[src/rtl/seg_pkg.sv]
// Shared seven-segment constants and encoder state type, also used by the
// display scanner and score/message overlays.
package seg_pkg;

  // Active-low patterns, bit order {g,f,e,d,c,b,a}
  localparam logic [6:0] SEG_BLANK = 7'b1111111;

  localparam logic [6:0] SEG_DIGIT [0:9] = '{
    7'b1000000, 7'b1111001, 7'b0100100, 7'b0110000, 7'b0011001,
    7'b0010010, 7'b0000010, 7'b1111000, 7'b0000000, 7'b0010000
  };

  // Largest score the four-digit display can show
  localparam logic [13:0] SCORE_MAX = 14'd9999;

  typedef enum logic [1:0] {
    IDLE,
    SHIFT,
    LATCH
  } state_t;

endpackage

[src/rtl/bcd_seg_decode.sv]
// Combinational BCD nibble to active-low seven-segment pattern, with blank.
module bcd_seg_decode
  import seg_pkg::*;
(
  input  logic [3:0] nibble,
  input  logic       blank,
  output logic [6:0] seg
);

  // Digit lookup; blank request and non-decimal nibbles show nothing
  always_comb begin
    seg = SEG_BLANK;
    case (nibble)
      4'd0:    seg = SEG_DIGIT[0];
      4'd1:    seg = SEG_DIGIT[1];
      4'd2:    seg = SEG_DIGIT[2];
      4'd3:    seg = SEG_DIGIT[3];
      4'd4:    seg = SEG_DIGIT[4];
      4'd5:    seg = SEG_DIGIT[5];
      4'd6:    seg = SEG_DIGIT[6];
      4'd7:    seg = SEG_DIGIT[7];
      4'd8:    seg = SEG_DIGIT[8];
      4'd9:    seg = SEG_DIGIT[9];
      default: seg = SEG_BLANK;
    endcase
    if (blank) seg = SEG_BLANK;
  end

endmodule

[src/rtl/score_seg_encoder.sv]
// Sequential double-dabble score to four seven-segment patterns.
// Patterns only update in LATCH so the scanner never sees a partial value.
module score_seg_encoder
  import seg_pkg::*;
#(
  parameter bit BLANK_LZ = 1'b1
) (
  input  logic        clk,
  input  logic        rst,
  input  logic        start,
  input  logic [13:0] score,
  output logic        busy,
  output logic        done,
  output logic [6:0]  seg0,
  output logic [6:0]  seg1,
  output logic [6:0]  seg2,
  output logic [6:0]  seg3
);

  // Upper three digits at reset: blank when suppressing leading zeros
  localparam logic [6:0] SEG_RST_HI = BLANK_LZ ? SEG_BLANK : SEG_DIGIT[0];

  state_t      state, state_next;
  logic [13:0] bin;
  logic [15:0] bcd;
  logic [15:0] bcd_adj;
  logic [3:0]  cnt;
  logic        blk1, blk2, blk3;
  logic [6:0]  dec0, dec1, dec2, dec3;

  // Add-3 correction on every nibble that would overflow past 9 when doubled
  always_comb begin
    bcd_adj = bcd;
    for (int unsigned i = 0; i < 4; i++) begin
      if (bcd[4*i +: 4] >= 4'd5) bcd_adj[4*i +: 4] = bcd[4*i +: 4] + 4'd3;
    end
  end

  // Leading-zero blanking cascades from the thousands digit downwards
  always_comb begin
    blk3 = BLANK_LZ && (bcd[15:12] == 4'd0);
    blk2 = blk3 && (bcd[11:8] == 4'd0);
    blk1 = blk2 && (bcd[7:4] == 4'd0);
  end

  bcd_seg_decode u_dec0 (.nibble(bcd[3:0]),   .blank(1'b0), .seg(dec0));
  bcd_seg_decode u_dec1 (.nibble(bcd[7:4]),   .blank(blk1), .seg(dec1));
  bcd_seg_decode u_dec2 (.nibble(bcd[11:8]),  .blank(blk2), .seg(dec2));
  bcd_seg_decode u_dec3 (.nibble(bcd[15:12]), .blank(blk3), .seg(dec3));

  // Next-state logic
  always_comb begin
    state_next = state;
    case (state)
      IDLE:    if (start) state_next = SHIFT;
      SHIFT:   if (cnt == 4'd0) state_next = LATCH;
      LATCH:   state_next = IDLE;
      default: state_next = IDLE;
    endcase
  end

  // State register
  always_ff @(posedge clk or posedge rst) begin
    if (rst) state <= IDLE;
    else     state <= state_next;
  end

  // Datapath, status flags and output pattern registers
  always_ff @(posedge clk or posedge rst) begin
    if (rst) begin
      bin  <= '0;
      bcd  <= '0;
      cnt  <= '0;
      busy <= 1'b0;
      done <= 1'b0;
      seg0 <= SEG_DIGIT[0];
      seg1 <= SEG_RST_HI;
      seg2 <= SEG_RST_HI;
      seg3 <= SEG_RST_HI;
    end else begin
      busy <= (state_next != IDLE);
      done <= (state == LATCH);
      case (state)
        IDLE: begin
          if (start) begin
            bin <= (score > SCORE_MAX) ? SCORE_MAX : score;
            bcd <= '0;
            cnt <= 4'd13;
          end
        end
        SHIFT: begin
          bcd <= {bcd_adj[14:0], bin[13]};
          bin <= {bin[12:0], 1'b0};
          cnt <= cnt - 4'd1;
        end
        LATCH: begin
          seg0 <= dec0;
          seg1 <= dec1;
          seg2 <= dec2;
          seg3 <= dec3;
        end
        default: ;
      endcase
    end
  end

endmodule
[config.mk]
export PLATFORM = sky130hd
export DESIGN_NAME = score_seg_encoder
export DESIGN_NICKNAME = d
export VERILOG_FILES = /design/src/rtl/seg_pkg.sv /design/src/rtl/bcd_seg_decode.sv /design/src/rtl/score_seg_encoder.sv
export SDC_FILE = /design/constraint.sdc
export NUM_CORES = 1
export LEC_CHECK = 0
export ABC_AREA = 0
export ABC_CLOCK_PERIOD_IN_PS = 3840
export BUFFER_PORTS_ARGS = -buffer_cell sky130_fd_sc_hd__buf_2
export CAP_MARGIN = 20
export CELL_PAD_IN_SITES_DETAIL_PLACEMENT = 1
export CELL_PAD_IN_SITES_GLOBAL_PLACEMENT = 1
export CORE_AREA = 2 2 93 95
export DETAILED_ROUTE_END_ITERATION = 8
export DIE_AREA = 0 0 95 97
export GPL_TIMING_DRIVEN = 0
export PLACE_DENSITY = 0.88
export SYNTH_ARGS = -nofsm -noshare
export SYNTH_HDL_FRONTEND = slang
export SYNTH_SLANG_ARGS = --single-unit
[constraint.sdc]
create_clock -name clk -period 3.84 [get_ports clk]
set_clock_uncertainty 0.05 [all_clocks]
set_input_delay 0.192 -clock clk [delete_from_list [all_inputs] [get_ports clk]]
set_output_delay 0.192 -clock clk [all_outputs]
set_load 0.02 [all_outputs]
### Word level (Yosys, flattened, before mapping)

Memory sizes are Yosys's and may differ from the RTL's. A register that Yosys moved wholly into a read port is not among the register bits.
Cells that the tools add are included.

* add/sub/neg operators: 5
* $lt $le $gt $ge: 5
* eq/ne operators: 3
* muxes and demuxes: 17
* reductions and logical operators: 10

Operator list (count)
* 16-bit case mux with 2 select lines: 1
* 14-bit 2-to-1 mux: 2
* 14-bit case mux with 2 select lines: 1
* 7-bit 2-to-1 mux: 3
* 4-bit by 3-bit >= comparator with 1-bit output, second input constant: 4
* 4-bit logical NOT: 4
* 16-bit 2-to-1 mux: 1
* 4-bit 2-to-1 mux: 4
* 14-bit > comparator, second input constant: 1
* 4-bit by 2-bit adder with 4-bit output, second input constant: 3
* 4-bit case mux with 2 select lines: 1
* 2-bit 2-to-1 mux: 2
* 2-bit case mux with 2 select lines: 1
* 2-bit nonzero test: 2
* 4-bit by 1-bit subtractor with 4-bit output, second input constant: 1
* 3-bit by 2-bit adder with 3-bit output, second input constant: 1
* 3-bit 2-to-1 mux: 1
* 2-bit by 1-bit == test with 1-bit output, second input constant: 1
* 2-bit == test, second input constant: 1
* 1-bit logical AND: 2
* 2-bit logical NOT: 1
* 2-bit != test, second input constant: 1
* 2-bit AND reduction: 1

* bits in registers: 59
* memory bits (read-only): 448
* input port bits: 17
* output and inout bits: 30
* logic and storage cells: 53
* memories kept: 4

Memory list
* (no name shown): depth 16, bits a word 7, rd ports 1, clocked after Yosys merged registers in 1, wr ports 0, RTL line bcd_seg_decode.sv:13 `case (nibble)`
* (no name shown): depth 16, bits a word 7, rd ports 1, clocked after Yosys merged registers in 0, wr ports 0, RTL line bcd_seg_decode.sv:13
* (no name shown): depth 16, bits a word 7, rd ports 1, clocked after Yosys merged registers in 0, wr ports 0, RTL line bcd_seg_decode.sv:13
* (no name shown): depth 16, bits a word 7, rd ports 1, clocked after Yosys merged registers in 0, wr ports 0, RTL line bcd_seg_decode.sv:13

### Depth between registers and ports, before layout

* depth in word-level cells: 4
* depth in mapped cells: 7
* gate-level depth less buffers: 7

### Cells and area by module

A second synthesis with hierarchy kept.

* cell total of the unflattened synthesis: 384
* area total of the unflattened synthesis: 4015.1 µm²

By module, submodules not included
* score_seg_encoder: instances 1, cells an instance 252, area each 3072.9 µm², sequential area each 1679.1 µm²
* bcd_seg_decode at u_dec0 ...: instances 3, cells an instance 33, area each 235.2 µm², sequential area each 0.0 µm²
* bcd_seg_decode at u_dec1: instances 1, cells an instance 33, area each 236.5 µm², sequential area each 0.0 µm²

### Worst setup path before layout

OpenSTA, ideal clock, no wires.

* path kind: reg-to-reg
* start: reg bcd[12]
* end: reg bcd[15]
* library setup time: 0.121 ns
* data arrival time: 1.473 ns
* required time: 3.669 ns
* slack: 2.196 ns
* cell stages (with the launch flop): 7
* buffers on the path: 0
* period minus slack after synthesis: 1.644 ns
* cells stage by stage: dfrtp_1 > inv_1 > ha_1 > ha_1 > o21bai_1 > a22o_1 > a22o_1

* longest elaborated chain between the ends: 3
* elaborated cells on any way between the ends: 4
* those cells by class: 1 x add/sub; 1 x order compare; 2 x mux

Ends and longest elaborated chain
* from (decl): RTL line score_seg_encoder.sv:25 `logic [15:0] bcd;`
* from (signal assigned): RTL line score_seg_encoder.sv:92 `bcd <= {bcd_adj[14:0], bin[13]};`
* 4-bit by 3-bit >= comparator with 1-bit output or 3-bit by 2-bit adder with 3-bit output (tied branches): RTL line score_seg_encoder.sv:35 `if (bcd[4*i +: 4] >= 4'd5) bcd_adj[4*i +: 4] = bcd[4*i +: 4] + 4'd3;`
* 3-bit 2-to-1 mux *: RTL line score_seg_encoder.sv:35
* 16-bit case mux with 2 select lines *: RTL line score_seg_encoder.sv:83 `case (state)`

Every way passes the cells marked *; elsewhere a longest branch is shown, timed or not.
A chain may end at the register's enable or synchronous reset.

### Worst setup path after layout

* start: reg bcd[9]
* end: reg seg1[0]

* longest elaborated chain between the ends: 4

Ends and longest elaborated chain
* 4-bit logical NOT: RTL line score_seg_encoder.sv:42 `blk2 = blk3 && (bcd[11:8] == 4'd0);`
* 1-bit logical AND: RTL line score_seg_encoder.sv:42
* 1-bit logical AND: RTL line score_seg_encoder.sv:43 `blk1 = blk2 && (bcd[7:4] == 4'd0);`
* 7-bit 2-to-1 mux: RTL line bcd_seg_decode.sv:26 `if (blank) seg = SEG_BLANK;`
* to (signal assigned): RTL line score_seg_encoder.sv:77 `seg1 <= SEG_RST_HI;`
* to (signal assigned): RTL line score_seg_encoder.sv:98 `seg1 <= dec1;`
* to (decl): RTL line score_seg_encoder.sv:15 `output logic [6:0] seg1,`

Every way passes these cells.

==> metrics <==
capturing point of the worst reg2reg path seg1[0]; R2R cell count 6; post-CTS sizing 0; R2R Path Start bcd[9]; Clock Tree Buf Depth 2; Max VDD drop 282 µV; number of global-route vias before repair 3351; Ports 47; xor-xnor portion of the synthesized cell area less than 1%; post-synth top area share between 30% and 40%; Cells after Synth 375; Synth-to-Final Area Change 16.4%; H-tree Lvls 3; gpl congestion 0.916; CP Launch Point bcd[9]; Leakage 1.94 nW; most common cell after layout, fill and taps aside buf_2; Via density 5.73; met3 Use GR about 3.0%; die area 9220 µm²; Synth area leaders dfrtp_1, dfstp_2, ha_1, o21ai_0, a21oi_1; Syn Area/Cell 9.59 µm²; Nets 474; post-layout minimum cycle time a little under 2 ns; Synth Area in Simple Gates between 10 and 15%; Hold Path Origin score[1]; status finished clean; global-route met2 utilization between 30 and 40%; worst skew pair latency 0.34 ns; PwrDens 922 nW/µm²; period utilization 51.6%; clk slew on worst S/H paths about 0.080 ns; startpoint types flip-flop; mux contribution to synthesized area 0.835%; EDFF count, synth 0; first-pass GRT wire length 16100 µm; critical path class reg2reg; share of cells above drive strength 1 23.2%; required time worst endpoint 4.08 ns; largest family of logic cells by synthesized area compound AO/OA/AOI/OAI gates; DRT Pass-1 Iters 4; Worst-Margin Slew 0.590 ns; grt ovf 0; area leader, netlist dfrtp_1; Detail Route Antenna Nets 0; crit path DAT approximately 2.2 ns; largest net degree at the start of global routing 41; initial antenna violation count 0; GRT Util Overall about 22%; sequential share of the synthesized area ~47%; synth unique cells 50; Hold Buf Count CTS 1; Pins Over Slew Limit 0; setup bufs post-CTS 0; HPWL after detailed placement 6960 µm; achievable clock frequency between 500 and 600 MHz; CTS buffer count 9; Setup TNS Final 0 ns; CTS sink cnt 66; port bufs 46; Core Area between 8000 and 9000 µm²; Setup-failing EPs final 0; Initial Util approximately 44%; Die Y slightly below 100 µm; gr busiest metal met2; Final Hold Vio Count 0; type of the worst min-delay path in2reg; DR iter-0 viols between 200 and 250; compound-cell area share of the yosys netlist between 20% and 30%; # rows 33; Final Cell Area 4190 µm²; routed len/inst between 15 and 20 µm; Ant. Diodes 0; final WL 9560 µm; worst relative slew slack 60.2%; most frequent cells in the layout buf_2, dfrtp_1, o21ai_0; Setup crit end seg1[0]; R2R Setup Slk 1.86 ns; dpl cells 527; root buffer cell clkbuf_8; Fin Hold WS 0.0281 ns; unrepaired setup endpoints after global routing false; Post-Syn Nets a little over 400; post-route non-filler standard cell count around 540; Worst Path Max Fanout 6; TritonCTS clock tree yes; drc violations 0; cell area after synthesis about 3600 µm²; GR Layer Usage met1 ~28%; Async S/R FF share, synth 100%; via count 3117; total number of yosys warnings 0; CP Capture Type flip-flop; Area after DPL 3980 µm²; max_cap viols 0; Adder-Cell Fraction of Synth Area between 8 and 9%; ys flop type dfrtp_1; synthesized flop and latch total between 60 and 70; die width 95 µm
cells by family after synthesis:
family | count (synthesis)
flops | 66
compound gates | 124
fa+ha+maj | 23
buf+inv | 52
xor+xnor | 4
mux | 3
simple gates | 103
routing by layer:
metal,up-vias,wire length (µm)
li1,1477,-
met2,61,4970
met3,15,266
met4,0,180
met1,1564,4140
met5,-,0
metrics by stage:
stage,utilization [%],worst slack [ns],total power [mW]
2_1_floorplan,-,1.98,2.68
3_3_place_gp,48.7,1.19,3.11
3_5_place_dp,48.9,1.91,3.25
4_1_cts,51.5,1.88,3.88
5_1_grt,51.5,1.71,4.19
6_report,51.5,1.86,3.86
synthesized netlist by cell type, types with 2 or more instances:
cell and count:
dfrtp_1 44, o21ai_0 33, nand2_1 30, inv_1 28, a21oi_1 26, ha_1 23, dfstp_2 22, nor2_1 21
o22ai_1 13, nor3_1 12, buf_2 11, o22a_1 10, nand2b_1 7, nand3_1 7, o31ai_1 7, a222oi_1 6
clkbuf_1 6, nor2b_1 5, a22o_1 4, a31oi_1 4, and3_1 4, nor3b_1 4, o311ai_0 4, or3_1 4
xnor2_1 4, buf_4 3, mux2i_1 3, a211oi_1 2, a221o_1 2, a32o_1 2, buf_6 2, nor4_1 2
o211ai_1 2, o21a_1 2
flip-flops by register name, summed over array words and instances, names as in the netlist:
register and count:
bin 14, seg1 7, bcd 16, seg0 7, cnt 4, busy 1
seg2 7, seg3 7, state 2, done 1
power by group:
part | switching (mW) | internal (mW) | leakage (nW)
registers | 0.241 | 1.08 | 0.773
clock network | 0.268 | 0.336 | 0.101
logic | 1.18 | 0.751 | 1.07
how the worst min path moves through the flow:
| stage | end | slack [ns] | cells after the start |
|---|---|---|---|
| 6_report | bin[1] | 0.03 | 3 |
| 5_1_grt | bin[3] | 0.04 | 3 |
| 4_1_cts | bin[1] | 0.02 | 3 |
| 3_5_place_dp | bin[6] | 0.25 | 2 |
| 3_3_place_gp | bin[2] | 0.38 | 3 |
| 2_1_floorplan | bin[1] | 0.27 | 2 |
critical path, cell delays in order, from the launching register on:
cell      delay, ns
dfrtp_1        0.45
inv_1          0.19
ha_1           0.31
and4bb_1       0.35
nand2_1        0.16
a211oi_1       0.28
a211o_1        0.14
cell type report:
cell class / instances / area [µm²]
fillers: 969 / 3950
multi-input cells: 257 / 1680
flip-flops and latches: 66 / 1680
repair buffers: 48 / 260
clock buffers: 14 / 163
well taps: 105 / 131
plain buffers: 22 / 123
inverters: 30 / 113
clock inverters: 2 / 35.0
Note: power is estimated with default switching activity, not from simulation.
